==> src/rtl/io_barrel_shifter.sv <==
// io_barrel_shifter: history of the last DEPTH written words with an
// XLEN-bit extraction window at a programmable bit offset.
//
// Ports:
//   clk, rst            clock, asynchronous active-high reset
//   wr_data_en/wr_data  push a word (newest word lands in the MSBs)
//   wr_amt_en/wr_amt    load offset (saturating), wr_dir, wr_rev
//   flush               clear history (wins over wr_data_en)
//   rd_req/rd_ready     request handshake (ignored while not ready)
//   rd_valid/rd_data    one-cycle result pulse, data held until next
//
// Parameters: XLEN, DEPTH (>=2), ITERATIVE (0 = single cycle,
// 1 = one bit per cycle), AMT_W (derived offset width).
//
// Optional feature macro: IO_BARREL_SHIFTER_REVERSE_EN
//   defined   : rev flag register exists; rev=1 bit-reverses rd_data
//   undefined : wr_rev is ignored, rd_data never reversed
module io_barrel_shifter #(
    parameter int XLEN      = 8,
    parameter int DEPTH     = 2,
    parameter int ITERATIVE = 0,
    parameter int AMT_W     = $clog2((DEPTH-1)*XLEN+1)
) (
    input  logic             clk,
    input  logic             rst,
    input  logic             wr_data_en,
    input  logic [XLEN-1:0]  wr_data,
    input  logic             wr_amt_en,
    input  logic [AMT_W-1:0] wr_amt,
    input  logic             wr_dir,
    input  logic             wr_rev,
    input  logic             flush,
    input  logic             rd_req,
    output logic             rd_ready,
    output logic             rd_valid,
    output logic [XLEN-1:0]  rd_data
);

    localparam int HW   = DEPTH * XLEN;
    localparam int MAXA = (DEPTH - 1) * XLEN;

    localparam logic [AMT_W-1:0] MAX_AMT = AMT_W'(MAXA);

    logic [HW-1:0]    r_hist;
    logic [AMT_W-1:0] r_amt;
    logic             r_dir;
    logic             w_rev;
    logic [XLEN-1:0]  r_rd_data;
    logic             r_rd_valid;

    assign rd_data  = r_rd_data;
    assign rd_valid = r_rd_valid;

    // Select the output window from an already-shifted history and
    // optionally bit-reverse it.
    function automatic logic [XLEN-1:0] f_final(
        input logic [HW-1:0] s,
        input logic          dir,
        input logic          rev
    );
        logic [XLEN-1:0] w_win;
        logic [XLEN-1:0] w_flip;
        w_win = dir ? s[XLEN-1:0] : s[HW-1 -: XLEN];
        for (int i = 0; i < XLEN; i++) begin
            w_flip[i] = w_win[XLEN-1-i];
        end
        return rev ? w_flip : w_win;
    endfunction

    // History: newest word enters at the top, oldest drops off.
    always_ff @(posedge clk or posedge rst) begin
        if (rst) begin
            r_hist <= '0;
        end else if (flush) begin
            r_hist <= '0;
        end else if (wr_data_en) begin
            r_hist <= {wr_data, r_hist[HW-1:XLEN]};
        end
    end

    // Offset saturates so the window never leaves the history.
    always_ff @(posedge clk or posedge rst) begin
        if (rst) begin
            r_amt <= '0;
            r_dir <= 1'b0;
        end else if (wr_amt_en) begin
            r_amt <= (wr_amt > MAX_AMT) ? MAX_AMT : wr_amt;
            r_dir <= wr_dir;
        end
    end

`ifdef IO_BARREL_SHIFTER_REVERSE_EN
    logic r_rev;

    always_ff @(posedge clk or posedge rst) begin
        if (rst) begin
            r_rev <= 1'b0;
        end else if (wr_amt_en) begin
            r_rev <= wr_rev;
        end
    end

    assign w_rev = r_rev;
`else
    logic w_unused_rev;

    assign w_unused_rev = wr_rev;
    assign w_rev        = 1'b0;
`endif

    if (ITERATIVE == 0) begin : g_comb

        logic [HW-1:0] w_shl;
        logic [HW-1:0] w_shr;
        logic [HW-1:0] w_src;

        assign w_shl = r_hist << r_amt;
        assign w_shr = r_hist >> r_amt;
        assign w_src = r_dir ? w_shr : w_shl;

        assign rd_ready = 1'b1;

        always_ff @(posedge clk or posedge rst) begin
            if (rst) begin
                r_rd_data  <= '0;
                r_rd_valid <= 1'b0;
            end else begin
                r_rd_valid <= rd_req;
                if (rd_req) begin
                    r_rd_data <= f_final(w_src, r_dir, w_rev);
                end
            end
        end

    end else begin : g_iter

        typedef enum logic [1:0] {
            S_IDLE,
            S_SHIFT,
            S_DONE
        } state_t;

        state_t           r_state;
        state_t           w_state_nxt;
        logic [HW-1:0]    r_work;
        logic [HW-1:0]    w_work_nxt;
        logic [HW-1:0]    w_step;
        logic [AMT_W-1:0] r_cnt;
        logic [AMT_W-1:0] w_cnt_nxt;
        logic             r_sdir;
        logic             r_srev;
        logic             w_fire;
        logic [HW-1:0]    w_res_src;
        logic             w_res_dir;
        logic             w_res_rev;

        assign w_step   = r_sdir ? (r_work >> 1) : (r_work << 1);
        assign rd_ready = (r_state == S_IDLE);

        always_comb begin
            w_state_nxt = r_state;
            w_work_nxt  = r_work;
            w_cnt_nxt   = r_cnt;
            w_fire      = 1'b0;
            w_res_src   = w_step;
            w_res_dir   = r_sdir;
            w_res_rev   = r_srev;
            unique case (r_state)
                S_IDLE: begin
                    if (rd_req) begin
                        if (r_amt == '0) begin
                            // Zero offset skips SHIFT entirely.
                            w_state_nxt = S_DONE;
                            w_fire      = 1'b1;
                            w_res_src   = r_hist;
                            w_res_dir   = r_dir;
                            w_res_rev   = w_rev;
                        end else begin
                            w_state_nxt = S_SHIFT;
                            w_work_nxt  = r_hist;
                            w_cnt_nxt   = r_amt;
                        end
                    end
                end
                S_SHIFT: begin
                    w_work_nxt = w_step;
                    w_cnt_nxt  = r_cnt - 1'b1;
                    // Result is captured on the last shift so that
                    // rd_valid lines up with the DONE cycle.
                    if (r_cnt == AMT_W'(1)) begin
                        w_state_nxt = S_DONE;
                        w_fire      = 1'b1;
                    end
                end
                S_DONE: begin
                    w_state_nxt = S_IDLE;
                end
                default: begin
                    w_state_nxt = S_IDLE;
                end
            endcase
        end

        always_ff @(posedge clk or posedge rst) begin
            if (rst) begin
                r_state <= S_IDLE;
                r_work  <= '0;
                r_cnt   <= '0;
                r_sdir  <= 1'b0;
                r_srev  <= 1'b0;
            end else begin
                r_state <= w_state_nxt;
                r_work  <= w_work_nxt;
                r_cnt   <= w_cnt_nxt;
                // Snapshot so register writes mid-shift do not leak in.
                if (r_state == S_IDLE && rd_req) begin
                    r_sdir <= r_dir;
                    r_srev <= w_rev;
                end
            end
        end

        always_ff @(posedge clk or posedge rst) begin
            if (rst) begin
                r_rd_data  <= '0;
                r_rd_valid <= 1'b0;
            end else begin
                r_rd_valid <= w_fire;
                if (w_fire) begin
                    r_rd_data <= f_final(w_res_src, w_res_dir, w_res_rev);
                end
            end
        end

    end

endmodule
==> config.mk <==
export PLATFORM = sky130hd
export DESIGN_NAME = io_barrel_shifter
export DESIGN_NICKNAME = d
export VERILOG_FILES = /design/src/rtl/io_barrel_shifter.sv
export SDC_FILE = /design/constraint.sdc
export NUM_CORES = 1
export LEC_CHECK = 0
export BUFFER_PORTS_ARGS = -buffer_cell sky130_fd_sc_hd__buf_2
export CORE_UTILIZATION = 25
export CTS_CLUSTER_SIZE = 8
export DETAILED_ROUTE_END_ITERATION = 10
export SLEW_MARGIN = 30
export SYNTH_ARGS = -nofsm -noshare
export SYNTH_HDL_FRONTEND = slang
export SYNTH_SLANG_ARGS = --single-unit
==> constraint.sdc <==
create_clock -name clk -period 3.15 [get_ports clk]
set_clock_uncertainty 0.1 [all_clocks]
set_input_delay 0.1575 -clock clk [delete_from_list [all_inputs] [get_ports clk]]
set_output_delay 0.1575 -clock clk [all_outputs]
set_load 0.05 [all_outputs]
# Word level (Yosys, flattened, before mapping)
# Cells that the tools add are included.
# totals
regBits	30
output_inout_bits	10
latchBits	0
elab_cells	14
ram_bits	0
n_memories	0
in_bits	20
rom_bits	0
# classes
reduce_logical	1
bitwise_logic	0
addsub	0
div	0
n_shift	2
muxes	5
order_cmp	1
n_eq_ne	0
multipliers	0
# op_table
operator	n
16-bit 2-to-1 mux	3
16-bit by 4-bit left shift with 16-bit output	1
16-bit by 4-bit >> shifter with 16-bit output	1
8-bit 2-to-1 mux	1
4-bit > comparator, second input constant	1
4-bit 2-to-1 mux	1
2-bit nonzero test	1

# Longest topological paths before layout
# depth
depth_word	3
ltp_mapped	8

# Worst setup path after synthesis
# No wires, ideal clock.
# synth_path
path_type	register to register
start	register r_amt[0]
end	register r_rd_data[5] (netlist: rd_data[5])
synth_period_minus_slack_ns	1.786
t_arrival_ns	1.564
setup_ns	0.123
stages_incl_launch_ff	8
slack_ns	1.364
path_cell_list	dfrtp_1 -> buf_6 -> buf_12 -> mux2_4 -> a31oi_1 -> o221ai_1 -> a221o_1 -> o221a_2
# synth_between
elab_chain_cells	3
# synth_lines
item	line_no	rtl
start: declaration	45	logic [AMT_W-1:0] r_amt;
start signal: assignment	87	r_amt <= (wr_amt > MAX_AMT) ? MAX_AMT : wr_amt;
16-bit by 4-bit left shift with 16-bit output or 16-bit by 4-bit >> shifter with 16-bit output (tied branches)	117, 118	
16-bit 2-to-1 mux (*)	119	assign w_src = r_dir ? w_shr : w_shl;
8-bit 2-to-1 mux (*)	63	w_win = dir ? s[XLEN-1:0] : s[HW-1 -: XLEN];
end signal: assignment	130	r_rd_data <= f_final(w_src, r_dir, w_rev);
end: declaration	48	logic [XLEN-1:0] r_rd_data;
# Every way passes the cells marked *; elsewhere a longest branch is shown, timed or not.
# A chain may end at the register's enable or synchronous reset.

# Worst setup path in the final report
# layout_path
start	register r_amt[0]
end	register r_rd_data[6] (netlist: rd_data[6])
# The elaborated chain is that of the path after synthesis.

==> flow_metrics.tcl <==
set metrics [dict create \
    status "finished clean" \
    fp.dieH_um 104 \
    area_growth_pct 9.28 \
    synth_most_common_cell "nor2_1" \
    hold_path_class "input pin to flop" \
    worstPathRequired_ns 3.20 \
    hold_ws_ns 0.0136 \
    dpl.hpwl_mm 4.74 \
    rsz0062_at_grt "no" \
    worstSetupStartpointType "flop" \
    remaining_drc_errors 0 \
    synth_area_um2 2590 \
    drv_cap 0 \
    overflow 0 \
    grt_max_degree 40 \
    drive_above_1_share 0.217 \
    synthTopCellsByCount "nor2_1, mux2i_1, dfrtp_1, nand2_1, o21ai_0" \
    worstSetupEndpointType "flop" \
    clock.fmax_ghz 0.404 \
    grt_pass1_vias 2045 \
    hold_violations 0 \
    postRouteWirelength_mm 6.88 \
    worstPathArrival_ns 2.53 \
    ys_seq_area_frac 0.290 \
    synthFlopType "dfrtp_1" \
    p_per_area_nw_per_um2 441 \
    finalSetupTns_ns 0 \
    ir_drop_uv 162 \
    synth_seq_cells 30 \
    rows 36 \
    io_buffers 27 \
    cts_made_buffers 5 \
    worstSetupPathType "flop to flop" \
    r2r_start "r_amt[0]" \
    cts_root_buf "clkbuf_8" \
    tightest_slew_ns 0.899 \
    slew_violations 0 \
    insertion_delay_ns 0.28 \
    period_minus_slack_ns 2.47 \
    synth.area.top_cells "dfrtp_1, mux2i_1, mux4_1" \
    synth_edf_count 0 \
    min_from "wr_data[3]" \
    leakage_nw 1.18 \
    pin_count 30 \
    max-clock-path-buffers 2 \
    grt_first_pass_wirelength_mm 11.3 \
    nets 295 \
    cts.sinks 30 \
    fp.dieArea_um2 10800 \
    grt_usage 0.130 \
    crit_fanout 39 \
    ys_warn_count 0 \
    relSlewSlack 0.401 \
    via_per_inst 5.29 \
    vias 2163 \
    firstDrtPassIters 5 \
    cts_tree "built" \
    yosys.area.top_type "dfrtp_1" \
    synthArstFlopShare 1.00 \
    design.core.area_um2 9910 \
    diodes 0 \
    yosysTopAreaCellShare 0.290 \
    worst_setup_hold_path_clk_slew_ns 0.07 \
    synth.distinct_cells 50 \
    place.gp.congestion 0.871 \
    cts_hold_buf 2 \
    die_w_um 104 \
    cts.repair.resized 0 \
    synth_area_per_cell_um2 9.81 \
    first_iter_violations 218 \
    ant_nets 0 \
    start_util 0.261 \
    post-cts-setup-buffers 0 \
    antenna_found_initial 0 \
    wl_per_cell_um 16.8 \
    syn_nets 284 \
    finalCritPeriodShare 0.786 \
    cp-startpoint "r_amt[0]" \
    final_util 0.285 \
    netlist_instances 264 \
    h-tree-depth 2 \
    setup_violations 0 \
]
==> worst paths after layout <==
kind	endpoint	slack [ns]	cells after the start
max	rd_data[6]	0.68	6
min	r_hist[11]	0.01	3
max reg2reg	rd_data[6]	0.68	6
min reg2reg	rd_data[0]	0.41	1
max in group asynchronous	r_hist[8]	1.92	4
min in group asynchronous	rd_data[0]	0.38	3
==> layout make-up <==
type	count	area [um2]
clock buffers	6	72.6
clock inverters	2	37.5
fillers	1077	7080
inverters	8	30.0
multi-input cells	197	1580
flip-flops and latches	30	753
well taps	133	166
repair buffers	33	185
==> per-layer routing <==
layer	part of all wire	wire, um	up-vias	track usage
met5	0	0	-	0
met4	0.0077	53	0	0.0316
met3	0.067	460	4	0.0302
met2	0.46	3190	91	0.200
met1	0.46	3170	1054	0.184
li1	-	-	1014	-
==> sequential cells by signal, summed over array words and instances (netlist names) <==
register,flops
r_amt,4
rd_valid,1
rd_data,8
r_dir,1
r_hist,16
==> logic make-up (layout without fill, tap and decap cells) <==
kind of cell / count (synthesis) / after routing / synth area share
AND/OR/NAND/NOR: 82 / 82 / 0.143
AO/OA/AOI/OAI: 57 / 57 / 0.163
multiplexers: 57 / 57 / 0.304
buffers and inverters: 37 / 49 / 0.0981
flip-flops: 30 / 30 / 0.290
other: 1 / 1 / 0.00145
==> power breakdown <==
part	internal (mW)	leakage (nW)	switching, mW
logic	0.138	0.739	0.215
clock network	0.236	0.0514	0.164
registers	0.419	0.385	0.0741
==> per-stage QoR <==
step	total power [mW]	area (um2)	setup WS, ns	cells
finish	1.25	2830	0.675	409
global route	1.31	2830	0.499	409
CTS	1.25	2830	0.694	409
detailed placement	0.849	2700	0.702	399
global placement	0.845	2700	0.722	399
floorplan	0.780	2590	1.36	264
==> layout by cell type, fill, tap and decap left out, drive strengths merged, types with 2 or more instances in the layout <==
cell type,n
a22oi,3
a21oi,6
nand4,2
inv,8
nor2b,2
o221ai,3
a31oi,4
a41oi,2
clkbuf,6
dlygate4sd3,2
nor2,38
buf,31
o21ai,10
o221a,2
o311ai,3
mux4,14
nand2b,2
mux2i,33
o211ai,4
mux2,10
dfrtp,30
nand4b,2
a221oi,3
nand2,23
nand3b,5
nand3,3
a211oi,8
==> worst max-delay path, cell delays in order, from the launching register on <==
cell	delay, ns
dfrtp_2	0.95
buf_4	0.29
mux4_1	0.56
nand2_1	0.08
nand3_1	0.08
o21ai_0	0.13
a221oi_1	0.13
Power figures use the tool's default switching activity.
